[config.mk]
export PLATFORM = sky130hd
export DESIGN_NAME = stat_reg_16
export DESIGN_NICKNAME = d
export VERILOG_FILES = /design/src/rtl/stat_reg_pkg.sv /design/src/rtl/stat_reg_16_evt_counter.sv /design/src/rtl/stat_reg_16.sv
export SDC_FILE = /design/constraint.sdc
export NUM_CORES = 1
export LEC_CHECK = 0
export BUFFER_PORTS_ARGS = -buffer_cell sky130_fd_sc_hd__buf_2
export CAP_MARGIN = 0
export CORE_AREA = 2 2 109 164
export CTS_BUF_LIST = sky130_fd_sc_hd__clkbuf_8
export CTS_CLUSTER_DIAMETER = 50
export DETAILED_ROUTE_END_ITERATION = 16
export DIE_AREA = 0 0 111 166
export PLACE_DENSITY = 0.76
export SLEW_MARGIN = 10
export SYNTH_ARGS = -nofsm -noshare
export SYNTH_HDL_FRONTEND = slang
export SYNTH_SLANG_ARGS = --single-unit
[constraint.sdc]
create_clock -name clk -period 2.55 [get_ports clk]
set_input_delay 0.51 -clock clk [delete_from_list [all_inputs] [get_ports clk]]
set_output_delay 0.51 -clock clk [all_outputs]
set_load 0.005 [all_outputs]
[src/rtl/stat_reg_pkg.sv]
// Shared constants for the stat_reg_16 status/counter bank: word addresses,
// counter width, identification word and clear-register bit positions.
package stat_reg_pkg;

  localparam int CNT_W = 32;
  localparam logic [CNT_W-1:0] CNT_MAX = '1;

  localparam logic [15:0] ID_WORD = 16'h5A16;

  localparam logic [4:0] ADDR_SAMPLE_LO = 5'd0;
  localparam logic [4:0] ADDR_SPKDET_LO = 5'd2;
  localparam logic [4:0] ADDR_SPKCLF_LO = 5'd4;
  localparam logic [4:0] ADDR_OVF_LO    = 5'd6;
  localparam logic [4:0] ADDR_FLAGS     = 5'd16;
  localparam logic [4:0] ADDR_CLEAR     = 5'd17;
  localparam logic [4:0] ADDR_ID        = 5'd31;

  localparam int CLR_FLAGS_BIT  = 8;
  localparam int CLR_SHADOW_BIT = 9;

endpackage

[src/rtl/stat_reg_16_evt_counter.sv]
// Single 32-bit event counter with synchronous clear.
// Build option STAT_SATURATE_EN: hold at all-ones instead of wrapping.
// wrap_o pulses in the cycle whose event wraps the counter (or, when
// saturating, reaches all-ones or is dropped because it is already there).
module evt_counter
  import stat_reg_pkg::*;
(
  input  logic             clk,
  input  logic             rst,
  input  logic             inc_i,
  input  logic             clr_i,
  output logic [CNT_W-1:0] count_o,
  output logic             wrap_o
);

  logic [CNT_W-1:0] count_q, count_d;
  logic             wrap_d;

  // Next count: clear beats a same-cycle event.
  always_comb begin
    count_d = count_q;
    wrap_d  = 1'b0;
    if (clr_i) begin
      count_d = '0;
    end else if (inc_i) begin
`ifdef STAT_SATURATE_EN
      if (count_q == CNT_MAX) begin
        wrap_d = 1'b1;
      end else begin
        count_d = count_q + CNT_W'(1);
        wrap_d  = (count_q == (CNT_MAX - CNT_W'(1)));
      end
`else
      count_d = count_q + CNT_W'(1);
      wrap_d  = (count_q == CNT_MAX);
`endif
    end
  end

  // Counter register.
  always_ff @(posedge clk) begin
    if (rst) count_q <= '0;
    else     count_q <= count_d;
  end

  assign count_o = count_q;
  assign wrap_o  = wrap_d;

endmodule

[src/rtl/stat_reg_16.sv]
// stat_reg_16: FPGA-to-host status/counter bank on a 16-bit, 5-bit-address
// control-register bus. Four 32-bit event counters read as low/high word
// pairs through a shared shadow register, sticky flags with an interrupt,
// and a write-one-to-clear register. Build option: STAT_SATURATE_EN.
module stat_reg_16
  import stat_reg_pkg::*;
(
  input  logic        clk,
  input  logic        rst,
  input  logic [15:0] din,
  input  logic        we,
  input  logic        re,
  input  logic [4:0]  addr,
  output logic [15:0] dout,
  input  logic        evt_sample,
  input  logic        evt_spkdet,
  input  logic        evt_spkclf,
  input  logic        evt_ovf,
  output logic        stat_irq
);

  logic [CNT_W-1:0] cnt [4];
  logic [3:0]       wrap;
  logic [3:0]       clr;
  logic             clr_wr;

  logic [15:0] dout_q, dout_d;
  logic [15:0] shadow_q, shadow_d;
  logic [4:0]  flags_q, flags_d;
  logic        irq_q, irq_d;

  logic [15:0] rd_data;
  logic        shadow_ld;

  logic unused_din;
  assign unused_din = ^{din[15:10], din[7:4]};

  assign clr_wr = we && (addr == ADDR_CLEAR);
  assign clr    = clr_wr ? din[3:0] : 4'b0000;

  evt_counter u_cnt_sample (
    .clk(clk), .rst(rst), .inc_i(evt_sample), .clr_i(clr[0]),
    .count_o(cnt[0]), .wrap_o(wrap[0])
  );

  evt_counter u_cnt_spkdet (
    .clk(clk), .rst(rst), .inc_i(evt_spkdet), .clr_i(clr[1]),
    .count_o(cnt[1]), .wrap_o(wrap[1])
  );

  evt_counter u_cnt_spkclf (
    .clk(clk), .rst(rst), .inc_i(evt_spkclf), .clr_i(clr[2]),
    .count_o(cnt[2]), .wrap_o(wrap[2])
  );

  evt_counter u_cnt_ovf (
    .clk(clk), .rst(rst), .inc_i(evt_ovf), .clr_i(clr[3]),
    .count_o(cnt[3]), .wrap_o(wrap[3])
  );

  // Read mux on pre-edge state; low-word reads also request a shadow load.
  always_comb begin
    rd_data   = 16'h0000;
    shadow_ld = 1'b0;
    if (addr[4:3] == 2'b00) begin
      if (!addr[0]) begin
        rd_data   = cnt[addr[2:1]][15:0];
        shadow_ld = 1'b1;
      end else begin
        rd_data = shadow_q;
      end
    end else if (addr == ADDR_FLAGS) begin
      rd_data = {11'b0, flags_q};
    end else if (addr == ADDR_ID) begin
      rd_data = ID_WORD;
    end
  end

  // Next state for read data, shadow, flags and interrupt; clears win.
  always_comb begin
    dout_d   = re ? rd_data : dout_q;
    shadow_d = shadow_q;
    if (clr_wr && din[CLR_SHADOW_BIT])
      shadow_d = 16'h0000;
    else if (re && shadow_ld)
      shadow_d = cnt[addr[2:1]][31:16];
    if (clr_wr && din[CLR_FLAGS_BIT])
      flags_d = 5'b0;
    else
      flags_d = flags_q | {evt_ovf, wrap};
    irq_d = |flags_q;
  end

  // Control/status registers.
  always_ff @(posedge clk) begin
    if (rst) begin
      dout_q   <= 16'h0000;
      shadow_q <= 16'h0000;
      flags_q  <= 5'b0;
      irq_q    <= 1'b0;
    end else begin
      dout_q   <= dout_d;
      shadow_q <= shadow_d;
      flags_q  <= flags_d;
      irq_q    <= irq_d;
    end
  end

  assign dout     = dout_q;
  assign stat_irq = irq_q;

endmodule

* Yosys cells after proc, flatten, opt, wreduce, memory -nomap -nowiden
Index checks and enable logic that the tools add are counted.
** Storage, ports and cells
- Word-level logic and storage cells :: 52
- Output and inout bits :: 17
- Input bits :: 29
- Bits in registers :: 166
** Cells by class
- Multiplexer cells :: 18
- $lt $le $gt $ge :: 1
- $add $sub $neg :: 4
- Eq/ne operators :: 7
- Bitwise logic cells :: 2
- Reductions and logical operators :: 12
** Operators by type and width (number)
- $add A32 B1 Y32 const B :: 4
- $eq A32 B32 Y1 const B :: 4
- $bmux W32 S2 :: 1
- $mux W32 :: 2
- $mux W16 :: 2
- $mux W15 :: 2
- $eq A5 B5 Y1 const B :: 3
- $reduce_or A2 Y1 :: 6
- $mux W1 :: 10
- $or A5 B5 Y5 :: 1
- $reduce_or A5 Y1 :: 1
- $logic_and A1 B1 Y1 :: 4
- $mux W4 :: 1
- $ge A3 B3 Y1 const B :: 1
- $not A2 Y3 :: 1
- $logic_not A2 Y1 :: 1

* Logic depth before layout (Yosys ltp)
- Word-level depth :: 6
- Depth in mapped cells :: 7
- Depth with buffers taken out :: 5

* Hierarchy
Synthesis repeated with hierarchy kept, for this count alone.
** Second synthesis, totals
- Cell total of the unflattened synthesis :: 904
- Area, all modules :: 8217.9 sq um
** By module, submodules not included
- evt_counter :: sequential area each 640.6 sq um, instances 4, cells each 171, area an instance 1461.4 sq um
- stat_reg_16 :: sequential area each 760.7 sq um, instances 1, cells each 220, area an instance 2372.3 sq um

* Worst setup path after synthesis
No wires, ideal clock.
- Path kind :: input-to-reg
- Start :: in evt_sample
- End :: reg u_cnt_sample.count_q[28], in the netlist u_cnt_sample.count_o[28]
- Stages on the path :: 6
- Buffers on the path :: 2
- Setup slack :: 0.401 ns
- Required time :: 2.480 ns
- Setup time :: 0.070 ns
- Arrival time :: 2.080 ns
- Path through :: buf_2 nand4_4 or4_4 buf_6 or4_1 a21oi_1
** RTL lines
- start, declared :: RTL line stat_reg_16.sv:15 : input logic evt_sample,
- end signal, assigned :: RTL line stat_reg_16_evt_counter.sv:43 : else count_q <= count_d;
- end, declared :: RTL line stat_reg_16_evt_counter.sv:16 : logic [CNT_W-1:0] count_q, count_d;

* Worst setup path after layout
- Start :: reg u_cnt_spkclf.count_q[0], in the netlist u_cnt_spkclf.count_o[0]
- End :: reg u_cnt_spkclf.count_q[16], in the netlist u_cnt_spkclf.count_o[16]
** Between the ends
- Word-level cells in the longest chain between the ends :: 1
** Ends and longest elaborated chain
- start, declared :: RTL line stat_reg_16_evt_counter.sv:16
- start signal, assigned :: RTL line stat_reg_16_evt_counter.sv:43
- $add A32 B1 Y32 :: RTL line stat_reg_16_evt_counter.sv:34 : count_d = count_q + CNT_W'(1);
Every way passes these cells.
A chain may end at the register's enable or synchronous reset.

==> run_results.csv <==
group,metric,value,unit
sta,setup_viol_count_final,0,
grt,grt_max_degree,28,
power,power_frac_clock,0.416,
floorplanning,die_area,18400,µm²
logic_synthesis,syn_nets,975,
drt,dr.pass1.iters,7,
power,ir_drop,0.424,mV
clock_network,clock_latency,460,ps
logic_synthesis,yosysWarnings,0,
clock_network,hold_buffers,0,
grt,grt_usage,0.246,
logic_synthesis,synth_top_cell_area_share,0.396,
hold_path,hold_depth,3,
layout,nets,1007,
setup_path,critPathSlowestCell,"or4_1",
drt,drc,0,
floorplanning,coreArea,17100,µm²
clock_network,clockBufferDepth,2,
setup_path,crit_chain,"ha_1 -> nand3_2 -> or4_1 -> buf_4 -> or3_1 -> a21oi_1",
power,p_leak,2.91,nW
drt,wl,22.6,mm
power,p_switching,1.17,mW
clock_network,clkTransAtPathRegs,90,ps
layout,area_growth,11.0,%
power,switching_share,0.236,
grt,grt_overflow,0,
sta,timing.final.crit_period,2340,ps
clock_network,cts_tree,"built",
setup_path,r2r_cells,6,
logic_synthesis,synthDistinctLibCells,45,
logic_synthesis,avgSynthCellArea,8.90,µm²
grt,grt_pass1_vias,7113,
floorplanning,start_util,0.492,
layout,post-route-util,0.546,
setup_path,cp-start-kind,"register",
drt,drt_iter0_markers,805,
clock_network,post-cts-setup-buffer-count,0,
placement,gp_congestion,0.900,
sta,rsz0062_at_grt,"false",
power,p_seq_frac,0.532,
logic_synthesis,synth_top_cells_by_area,"dfxtp_1 (40%), mux4_2 (8.3%), a21oi_1 (5.9%)",
setup_path,crit_arrival,2720,ps
sta,finalClockSkew,11.1,ps
setup_path,crit_required,2930,ps
logic_synthesis,synth_flop_cell,"dfxtp_1",
clock_network,clock_sinks,166,
power,power_density,533,nW/µm²
layout,diodes,0,
sta,fmax,427,MHz
power,share_comb_of_total_power,0.052,
grt,grt_pass1_wl,36.3,mm
layout,drive_above_1_share,0.157,
floorplanning,die_height,166,µm
outcome,outcome,"finished clean",
logic_synthesis,syn_inst,942,
setup_path,worst_setup_path_end_kind,"register",
floorplanning,placementRows,59,
clock_network,cts_made_buffers,17,
clock_network,root_buffer,"clkbuf_8",
setup_path,critPathKind,"register to register",
drt,wl_per_cell,18.8,µm
sta,setup_tns,0,ps
logic_synthesis,synth_most_common_cell,"dfxtp_1",
drt,viasPerCell,6.39,
logic_synthesis,synth_edf_count,0,
sta,hold_viol,0,
drt,antenna_left,0,
logic_synthesis,synth_largest_area_cell,"dfxtp_1",
floorplanning,die_x,111,µm
sta,tightest_slew,758,ps
setup_path,max_stage_delay,770,ps
sta,slew_violations,0,
logic_synthesis,postSynth.asyncResetShare,0,
hold_path,min_path_type,"input pin to register",
clock_network,ctsResizeCount,0,
logic_synthesis,ys_seq_area_frac,0.396,
logic_synthesis,synth_seq_cells,166,
placement,port_buffers,35,
logic_synthesis,synthTopCellsByCount,"dfxtp_1 (166), a21oi_1 (99), nand2_1 (94), nor2_1 (58), or4_1 (56)",
clock_network,h-tree-depth,4,
power,internal_power,3.79,mW
floorplanning,io-pin-count,46,
drt,vias,7672,
logic_synthesis,syn_area,8380,µm²
job,maxCapViolCount,0,
sta,finalCritPeriodShare,0.918,
grt,antenna_found_initial,0,
placement,post-dp-hpwl,17.0,mm
sta,slew_headroom,0.492,
setup_path,crit_fanout,8,
## final timing paths
kind / from / endpoint / slack, ps
min reg2reg: dout[5] / dout[5] / 450
min: evt_spkdet / u_cnt_spkdet.count_o[0] / 370
max reg2reg: u_cnt_spkclf.count_o[0] / u_cnt_spkclf.count_o[16] / 210
max: u_cnt_spkclf.count_o[0] / u_cnt_spkclf.count_o[16] / 210
## power by group through the flow
stage	clock [mW]	sequential [mW]	combinational, mW
5_1_grt	2.18	2.64	0.282
3_5_place_dp	0	2.70	0.258
6_report	2.06	2.64	0.259
2_1_floorplan	0	2.69	0.168
4_1_cts	2.08	2.64	0.259
3_3_place_gp	0	2.70	0.253
## registers in the layout (all words and copies together) (netlist names)
| signal | count |
|---|---|
| u_cnt_spkclf.count_o | 32 |
| shadow_q | 16 |
| u_cnt_sample.count_o | 32 |
| dout | 16 |
| flags_q | 5 |
| u_cnt_ovf.count_o | 32 |
| stat_irq | 1 |
| u_cnt_spkdet.count_o | 32 |
## metrics by stage
stage                     setup WS, ps  power (mW)  cell area, µm²  std cells  hold WS [ps]
after global placement             238        2.95            8870       1168           430
after CTS                          242        4.97            9300       1200           362
final                              208        4.96            9300       1200           373
after global routing               136        5.11            9300       1200           361
after detailed placement           202        2.96            8870       1168           438
after floorplan                    401        2.86            8380        942           433
## layout by cell type (no fill, tap or decap), types with 2 or more instances in the layout
master and instances:
a21oi_1 99, a221oi_1 2, a31o_2 6, a31oi_1 5, a32o_1 2, a41oi_1 2
and2_1 7, and3_1 6, and4_1 18, buf_2 35, buf_4 34, bufinv_16 3
clkbuf_8 21, clkinv_4 2, clkinvlp_4 3, dfxtp_1 166, ha_1 4, inv_1 23
mux2_2 7, mux2i_1 17, mux4_2 31, nand2_1 94, nand2b_1 4, nand3_1 40
nand3_2 2, nand3b_1 2, nand4_1 33, nor2_1 58, nor3_1 23, nor4_1 10
o21a_1 3, o21ai_0 37, o21bai_1 2, o31ai_1 48, or2_2 3, or3_1 27
or4_1 56, or4b_2 2, xnor2_1 25, xor2_1 16
## area by class of cell
| type | count | area, µm² |
|---|---|---|
| fill | 1503 | 7750 |
| multi-input combinational | 697 | 4740 |
| sequential | 166 | 3320 |
| timing repair buffer | 70 | 450 |
| clock buffer | 21 | 289 |
| tap | 213 | 267 |
| clock inverter | 11 | 148 |
| inverter | 22 | 82.6 |
## worst max-delay path: cells and delay by family (launching register included)
family	cells	cell delay [ps]
buffers and inverters	1	260
AND/OR/NAND/NOR	3	1220
flip-flops	1	390
adder cells (fa/ha/maj)	1	220
AO/OA/AOI/OAI	1	170
## cells by family after synthesis
family	Yosys count	synth area share
AND/OR/NAND/NOR	388	0.253
flip-flops	166	0.396
adder cells (fa/ha/maj)	4	0.00597
XOR/XNOR	41	0.0428
multiplexers	56	0.116
buffers and inverters	79	0.0384
AO/OA/AOI/OAI	208	0.147
## metal layers
metal	vias up	GRT usage	share of wire
met5	-	0	0
met4	0	0.157	0.065
met3	76	0.0394	0.057
met2	292	0.415	0.49
met1	3691	0.290	0.39
li1	3613	-	-
No activity file was read; power rests on OpenSTA's default activity.
